### config.mk
export PLATFORM = sky130hd
export DESIGN_NAME = lfsr_decrypt
export DESIGN_NICKNAME = d
export VERILOG_FILES = /design/src/rtl/lfsr_pkg.sv /design/src/rtl/lfsr6.sv /design/src/rtl/lfsr_decrypt.sv
export SDC_FILE = /design/constraint.sdc
export NUM_CORES = 1
export LEC_CHECK = 0
export ABC_CLOCK_PERIOD_IN_PS = 6800
export CORE_ASPECT_RATIO = 1.25
export CORE_MARGIN = 2
export CORE_UTILIZATION = 55
export DETAILED_ROUTE_END_ITERATION = 6
export PLACE_DENSITY = 0.8
export SLEW_MARGIN = 20
export SYNTH_ARGS = -nofsm -noshare
export SYNTH_HDL_FRONTEND = slang
export SYNTH_HIERARCHICAL = 1
export SYNTH_SLANG_ARGS = --single-unit
### constraint.sdc
create_clock -name clk -period 6.8 [get_ports clk]
set_input_delay 1.7 -clock clk [delete_from_list [all_inputs] [get_ports clk]]
set_output_delay 1.7 -clock clk [all_outputs]
set_load 0.01 [all_outputs]
### src/rtl/lfsr_pkg.sv
// Shared types, constants and the LFSR step function for the LFSR frame decryptor.
package lfsr_pkg;

    localparam int unsigned LFSR_W   = 6;
    localparam int unsigned DATA_W   = 8;
    localparam int unsigned ADDR_W   = 8;
    localparam int unsigned NUM_TAPS = 6;

    localparam logic [DATA_W-1:0] PRE_CHAR = 8'h5F;

    localparam logic [LFSR_W-1:0] TAP_LIST [0:NUM_TAPS-1] =
        '{6'h21, 6'h2D, 6'h30, 6'h33, 6'h36, 6'h39};

    typedef enum logic [2:0] {
        IDLE,
        SEED,
        LOAD_K,
        CHECK,
        LOAD_D,
        RUN,
        PAD,
        DONE
    } state_t;

    function automatic logic [LFSR_W-1:0] lfsr_next(input logic [LFSR_W-1:0] s,
                                                    input logic [LFSR_W-1:0] taps);
        return {s[LFSR_W-2:0], ^(s & taps)};
    endfunction

endpackage

### src/rtl/lfsr6.sv
// 6-bit Fibonacci-style LFSR core: synchronous load of start, step when enabled.
module lfsr6
    import lfsr_pkg::*;
(
    input  logic              clk,
    input  logic              rst,
    input  logic              en,
    input  logic              init,
    input  logic [LFSR_W-1:0] taps,
    input  logic [LFSR_W-1:0] start,
    output logic [LFSR_W-1:0] state
);

    logic [LFSR_W-1:0] state_q;
    logic [LFSR_W-1:0] state_d;

    always_comb begin
        state_d = state_q;
        if (init) begin
            state_d = start;
        end else if (en) begin
            state_d = lfsr_next(state_q, taps);
        end
    end

    always_ff @(posedge clk or posedge rst) begin
        if (rst) begin
            state_q <= '0;
        end else begin
            state_q <= state_d;
        end
    end

    assign state = state_q;

endmodule

### src/rtl/lfsr_decrypt.sv
// LFSR frame decryptor: recovers seed and taps from the '_' preamble, writes plaintext.
// Optional space padding of the output region is enabled with DECRYPT_PAD_EN.
module lfsr_decrypt
    import lfsr_pkg::*;
#(
    parameter int unsigned MSG_BASE  = 64,
    parameter int unsigned OUT_BASE  = 0,
    parameter int unsigned MSG_LEN   = 64,
    parameter int unsigned CHECK_LEN = 8
) (
    input  logic              clk,
    input  logic              init,
    input  logic [DATA_W-1:0] data_out,
    output logic [ADDR_W-1:0] raddr,
    output logic [ADDR_W-1:0] waddr,
    output logic [DATA_W-1:0] data_in,
    output logic              write_en,
    output logic              done,
    output logic              fail,
    output logic [2:0]        taps_sel
);

    state_t            state_q, state_d;
    logic [LFSR_W-1:0] start_q, start_d;
    logic [2:0]        k_q, k_d;
    logic [ADDR_W-1:0] idx_q, idx_d;
    logic [ADDR_W-1:0] j_q, j_d;
    logic [ADDR_W-1:0] w_q, w_d;
    logic              in_pre_q, in_pre_d;
    logic              fail_q, fail_d;
    logic [2:0]        taps_sel_q, taps_sel_d;

    logic              core_en;
    logic              core_init;
    logic [LFSR_W-1:0] core_start;
    logic [LFSR_W-1:0] core_taps;
    logic [LFSR_W-1:0] lfsr;
    logic [DATA_W-1:0] plain;
    logic              match;

    lfsr6 u_lfsr (
        .clk   (clk),
        .rst   (init),
        .en    (core_en),
        .init  (core_init),
        .taps  (core_taps),
        .start (core_start),
        .state (lfsr)
    );

    assign plain = data_out ^ {2'b00, lfsr};
    assign match = (data_out == (PRE_CHAR ^ {2'b00, lfsr}));

    // Candidate search, then decryption pass; memory ports are combinational from state.
    always_comb begin
        state_d    = state_q;
        start_d    = start_q;
        k_d        = k_q;
        idx_d      = idx_q;
        j_d        = j_q;
        w_d        = w_q;
        in_pre_d   = in_pre_q;
        fail_d     = fail_q;
        taps_sel_d = taps_sel_q;
        raddr      = '0;
        waddr      = '0;
        data_in    = '0;
        write_en   = 1'b0;
        done       = 1'b0;
        core_en    = 1'b0;
        core_init  = 1'b0;
        core_start = start_q;
        core_taps  = TAP_LIST[k_q];

        case (state_q)
            IDLE: state_d = SEED;
            SEED: begin
                raddr   = ADDR_W'(MSG_BASE);
                start_d = data_out[LFSR_W-1:0] ^ 6'h1F;
                k_d     = 3'd0;
                state_d = LOAD_K;
            end
            LOAD_K: begin
                // Byte 1 was scrambled with the state one step past the seed.
                core_init  = 1'b1;
                core_start = lfsr_next(start_q, TAP_LIST[k_q]);
                idx_d      = ADDR_W'(1);
                state_d    = CHECK;
            end
            CHECK: begin
                raddr = ADDR_W'(MSG_BASE) + idx_q;
                if (match) begin
                    if (idx_q == ADDR_W'(CHECK_LEN - 1)) begin
                        taps_sel_d = k_q;
                        state_d    = LOAD_D;
                    end else begin
                        core_en = 1'b1;
                        idx_d   = idx_q + ADDR_W'(1);
                    end
                end else if (k_q < 3'(NUM_TAPS - 1)) begin
                    k_d     = k_q + 3'd1;
                    state_d = LOAD_K;
                end else begin
                    fail_d  = 1'b1;
                    state_d = DONE;
                end
            end
            LOAD_D: begin
                core_init  = 1'b1;
                core_start = start_q;
                j_d        = '0;
                w_d        = '0;
                in_pre_d   = 1'b1;
                state_d    = RUN;
            end
            RUN: begin
                raddr   = ADDR_W'(MSG_BASE) + j_q;
                core_en = 1'b1;
                j_d     = j_q + ADDR_W'(1);
                // Only the leading run of '_' is stripped.
                if (!(in_pre_q && (plain == PRE_CHAR))) begin
                    in_pre_d = 1'b0;
                    write_en = 1'b1;
                    waddr    = ADDR_W'(OUT_BASE) + w_q;
                    data_in  = plain;
                    w_d      = w_q + ADDR_W'(1);
                end
                if (j_q == ADDR_W'(MSG_LEN - 1)) begin
`ifdef DECRYPT_PAD_EN
                    state_d = PAD;
`else
                    state_d = DONE;
`endif
                end
            end
            PAD: begin
`ifdef DECRYPT_PAD_EN
                if (w_q < ADDR_W'(MSG_LEN)) begin
                    write_en = 1'b1;
                    waddr    = ADDR_W'(OUT_BASE) + w_q;
                    data_in  = 8'h20;
                    w_d      = w_q + ADDR_W'(1);
                    if (w_q == ADDR_W'(MSG_LEN - 1)) begin
                        state_d = DONE;
                    end
                end else begin
                    state_d = DONE;
                end
`else
                state_d = DONE;
`endif
            end
            DONE: done = 1'b1;
            default: state_d = IDLE;
        endcase
    end

    always_ff @(posedge clk or posedge init) begin
        if (init) begin
            state_q    <= IDLE;
            start_q    <= '0;
            k_q        <= '0;
            idx_q      <= '0;
            j_q        <= '0;
            w_q        <= '0;
            in_pre_q   <= 1'b0;
            fail_q     <= 1'b0;
            taps_sel_q <= '0;
        end else begin
            state_q    <= state_d;
            start_q    <= start_d;
            k_q        <= k_d;
            idx_q      <= idx_d;
            j_q        <= j_d;
            w_q        <= w_d;
            in_pre_q   <= in_pre_d;
            fail_q     <= fail_d;
            taps_sel_q <= taps_sel_d;
        end
    end

    assign fail     = fail_q;
    assign taps_sel = taps_sel_q;

endmodule

Yosys cells after proc, flatten, opt, wreduce, memory -nomap -nowiden

Memory sizes are Yosys's and may differ from the RTL's.
Index checks and enable logic that the tools add are counted.

Word-level logic and storage cells: 94
Memories kept: 1
Bits in registers: 47
Bits in writable memories: 0
Latch bits: 0
Bits in read-only memories: 48

Memory list:

| name            | words | width | rd ports | clocked after Yosys merged registers in | write ports | RTL line           | RTL |
|---|---|---|---|---|---|---|---|
| (no name shown) | 8     | 6     | 1        | 0                                       | 0           | lfsr_decrypt.sv:86 | `core_start = lfsr_next(start_q, TAP_LIST[k_q]);` |

Shift operators: 0
Reductions and logical operators: 16
$mul: 0
Bitwise gates (word level): 8
Magnitude comparators: 2
Divide/modulo/power cells: 0
Add/subtract/negate cells: 6
Equal/unequal tests: 18
Multiplexer cells: 33

Operators by type and width:

| operator            | count |
|---|---|
| $mux 8              | 7 |
| $pmux 8 s2          | 3 |
| $mux 6              | 5 |
| $add 8x1->8 const B | 3 |
| $pmux 8 s3          | 1 |
| $pmux 3 s7          | 1 |
| $mux 3              | 6 |
| $add 7x8->8 const A | 2 |
| $reduce_and 3->1    | 5 |
| $and 6x6->6         | 2 |
| $eq 3x3->1 const B  | 4 |
| $ne 2x2->1 const B  | 6 |
| $reduce_xor 6->1    | 2 |
| $eq 8x3->1 const B  | 1 |
| $eq 8x6->1 const B  | 1 |
| $eq 8x7->1          | 1 |
| $eq 8x7->1 const B  | 1 |
| $reduce_bool 2->1   | 4 |
| $xor 8x6->8         | 1 |
| $mux 1              | 7 |
| $reduce_bool 7->1   | 1 |
| $eq 3x2->1 const B  | 2 |
| $not 5->6           | 1 |
| $pmux 3 s2          | 1 |
| 13 further kinds    | 15 |

Depth between registers and ports, before layout

Depth after elaboration: 8
Gate-level depth with buffers: 9
Mapped depth without buffers: 9

By module

The synthesis kept the hierarchy.

By module, submodules not included:

| module       | cells each | area an instance (um2) | times used |
|---|---|---|---|
| lfsr_decrypt | 281        | 2580.0                 | 1 |
| lfsr6        | 38         | 361.6                  | 1 |

Worst setup path before layout

No wires, ideal clock.

Kind: input -> output
Start: input data_out[3]
End: output waddr[0]
Stages: 7
Data arrival time: 3.241 ns
Path slack: 1.859 ns
Path through: xnor2_1 > or4_4 > buf_6 > o31ai_4 > inv_2 > buf_2 > and2_1

Word-level cells in the longest chain between the ends: 5

RTL lines:

| what               | RTL line            | RTL |
|---|---|---|
| start: declaration | lfsr_decrypt.sv:13  | `input logic [DATA_W-1:0] data_out,` |
| $xor 8x6->8        | lfsr_decrypt.sv:51  | `assign plain = data_out ^ {2'b00, lfsr};` |
| $eq 8x7->1         | lfsr_decrypt.sv:121 | `if (!(in_pre_q && (plain == PRE_CHAR))) begin` |
| $logic_and 1x1->1  | lfsr_decrypt.sv:121 |  |
| $mux 8             | lfsr_decrypt.sv:121 |  |
| $mux 8             | lfsr_decrypt.sv:75  | `case (state_q)` |
| end: declaration   | lfsr_decrypt.sv:15  | `output logic [ADDR_W-1:0] waddr,` |

Every way passes these cells.

Worst setup path after layout

Start: input data_out[3]
End: output waddr[5]

The elaborated chain is that of the path after synthesis.

==> results.md <==
- Outcome: finished, final reports clean
- Flops & latches, synth: 47
- Overall routed net length: about 6400 um
- Critical R2R Capture: u_lfsr/state[2]
- Max FO, Critical Path: 17
- GP Congestion: 0.8714
- Setup TNS: 0 ps
- Hold depth: 1
- Cells on worst reg2reg path: 6
- Number of synthesized flops with an enable pin: 0
- Syn Area/Cell: about 9.2 um2
- Initial core utilization: a little under three fifths
- Met3 WL: approximately 250 um
- Die Wd: 69.41 um
- Pwr per Cell Area: approximately 140 nW/um2
- FF+latch area: approximately 1200 um2
- Commonest non-fill, non-tap cell in the layout: dfrtp_1
- Critical path class: input port to output port
- PnR worst setup slack: between 600 and 700 ps
- Clock Path Buffers: 2
- Die Y: 85.77 um
- Skew final: about 9.9 ps
- Worst Setup End Kind: output port
- R2r setup slk: just over 4000 ps
- CORE AREA: 5116 um2
- Placed instance area: roughly 3300 um2
- Reg power frac: a little under three fifths
- Setup WS pre-CTS: roughly 660 ps
- Hold Violations, Final: 0
- Metal-1 WL: between 2000 and 3000 um
- Vias in the first global route: between 2,000 and 2,500
- Pint: between 300 and 400 uW
- RR Startpoint: u_lfsr/state[3]
- Total nets after synthesis: approximately 340
- First-pass GRT wire length: approximately 11,000 um
- Setup crit end: waddr[5]
- Layout area overhead: 16.55%
- Critical path data arrival time: around 4500 ps
- Slowest stage delay, CP: about 650 ps
- CP startpoint kind: input port
- Via/cell ratio: a little under 6
- Part of the power in combinational logic: under 10%
- TritonRoute pass-1 iters: 5
- Worst hold path type: flip-flop to flip-flop
- GRT Util Overall: between 20 and 25%
- Antenna violations before repair: 0
- Most Frequent Cell on Critical Path: clkdlybuf4s50_1
- Fillers: between 400 and 500
- WP data required: ~5100 ps
- Htree depth: 2
- Sw Pwr: between 100 and 150 uW
- Net Sw Frac: between 20% and 30%
- Postcts setup bufs: 0
- Ys Warns: 6
- Diode count: 0
- Number of buffers created by CTS: 5
- Pin count of the biggest net entering global routing: 42
- Slowest-stage cell, CP: or4_4
- Slew at the pin closest to its max-slew limit: 1058 ps
- Multi-input logic area: about 1700 um2
- Most frequent cells in the layout: dfrtp_1 (47), nand2_1 (45), clkdlybuf4s50_1 (39)
- CTS Hold Bufs: 0
- Mapped Area: roughly 2900 um2
- Clock tree sinks: 47
- Worst-path clk slew: approximately 80 ps
- IO Count: 40
- Drt initial violations: 106
- Synthesized instance count: 319
- Min Tclk post-route: 6145 ps
- Most used DFF post-synth: dfrtp_1
- Top layer reached by signal wires: met4
- Grt ovf: 0
- Final Cycle Share: around 90%
- Layout cells sized above 1: 9.091%
- Final core occ: about two thirds
- Clock tree root buffer cell: clkbuf_8
- PortBufs: 39
- Synth cell types: 53
- Clk_lat worst skew: roughly 300 ps
- P_leak: between 0.001 and 0.0015 uW
- Post-route ant nets: 0
- Clk pwr share: between 30% and 40%
- Placement Rows: 29
- Max Slew Vio Count: 0
- Post-CTS sizing: 0
- RSZ-0062 raised after global routing: false
- NumNets Final: 368
- Relative slew slack: approximately 29%
- Crit path cell chain: clkdlybuf4s50_1, xnor2_1, or4_4, o31ai_4, inv_2, and2_1, clkdlybuf4s50_1
- # DRC: 0
- Worst VDD drop: 0.09409 mV
- DR vias: between 2,000 and 2,500
- Met2 WL: 3175 um
- MaxCap Viol Count: 0
- Post-synth ARST share: 100.0%
- DR WL/cell: between 15 and 20 um
- Die area: just under 6000 um2
- Sequential share of the synthesized area: between 30% and 40%
- Fmax: ~160 MHz
- Final setup vio count: 0
- Placed cells: a little over 400
- DP Wirelength: between 4000 and 5000 um
- CTS tree: built
- Start point of the critical path: data_out[3]
- Final instance area: around 3400 um2
- Fin cells: between 400 and 500
-- flip-flops by register name, indices dropped and copies added (netlist names) --
signal,count
fail,1
idx_q,8
in_pre_q,1
j_q,8
k_q,3
start_q,6
state_q,3
taps_sel,3
u_lfsr/state,6
w_q,8
-- worst max-delay path: cells and delay by family --
family	cells	cell delay [ps]
AOI/OAI and AO/OA	1	550
xor gates and xnor gates	1	160
and+or+nand+nor	2	880
buffers and inverters	3	1150
-- how the worst min path moves through the flow --
stage / startpoint / slack [ps] / end
3_3_place_gp: fail / 460 / fail
5_1_grt: taps_sel[2] / 520 / taps_sel[2]
3_5_place_dp: fail / 480 / fail
6_report: fail / 500 / fail
4_1_cts: fail / 500 / fail
2_1_floorplan: start_q[2] / 480 / start_q[2]
-- power by group through the flow --
| stage | Sequential (uW) | Clock [uW] | Combinational [uW] |
|---|---|---|---|
| finish | 283 | 171 | 40.7 |
| global route | 284 | 187 | 45.7 |
| CTS | 283 | 175 | 41.1 |
| detailed placement | 289 | 0 | 41.0 |
| global placement | 289 | 0 | 40.3 |
| floorplan | 288 | 0 | 30.1 |
-- through the flow --
| step | hold slack (ps) | total power, uW |
|---|---|---|
| detailed placement | 476.8 | 329.9 |
| global route | 518.2 | 516.2 |
| finish | 495.8 | 494.6 |
| CTS | 498.6 | 499.6 |
| global placement | 461.7 | 329.2 |
| floorplan | 477.2 | 318.1 |
-- cells in the mapped netlist (3+ instances only) --
master	count	area, um2
dfrtp_1	47	1176
nand2_1	45	168.9
o21ai_0	22	110.1
nor2_1	20	75.07
a21oi_1	13	65.06
and2_1	13	81.33
xnor2_1	13	113.9
mux2_2	10	112.6
mux2i_1	10	100.1
a22o_1	8	70.07
nand2b_1	8	50.05
nand3_1	8	40.04
clkbuf_1	7	26.28
inv_1	7	26.28
and3_1	6	37.54
ha_1	6	75.07
xor2_1	6	52.55
nor3_1	5	25.02
buf_2	4	20.02
nor2b_1	4	25.02
nor4_1	4	25.02
o31ai_1	4	30.03
or2_2	4	25.02
or4_1	4	30.03
nand4_1	3	18.77
o211ai_1	3	22.52
o21ai_1	3	15.01
o22ai_1	3	18.77
-- layer usage --
metal	vias to the layer above	track usage, %
met3	10	3.760
met4	0	7.487
met1	1170	28.94
met2	54	40.12
met5	-	0
li1	1181	-
-- layout make-up --
cell class	count	share of cell area (%)
multi-input cells	250	48.39
flip-flops and latches	47	34.31
repair buffers	40	11.61
clock buffers	6	2.409
well taps	62	2.263
inverters	8	0.8759
clock inverters	1	0.1460
-- kinds of logic after synthesis --
kind of cell / count (synthesis) / share of synthesized area, %
AOI/OAI and AO/OA: 65 / 14.25
xor gates and xnor gates: 22 / 7.741
adders and majority gates: 6 / 2.552
buffers and inverters: 22 / 3.616
DFF: 47 / 39.98
muxes: 20 / 7.231
other: 1 / 0.1275
and+or+nand+nor: 136 / 24.50
Note: power is estimated with default switching activity, not from simulation.
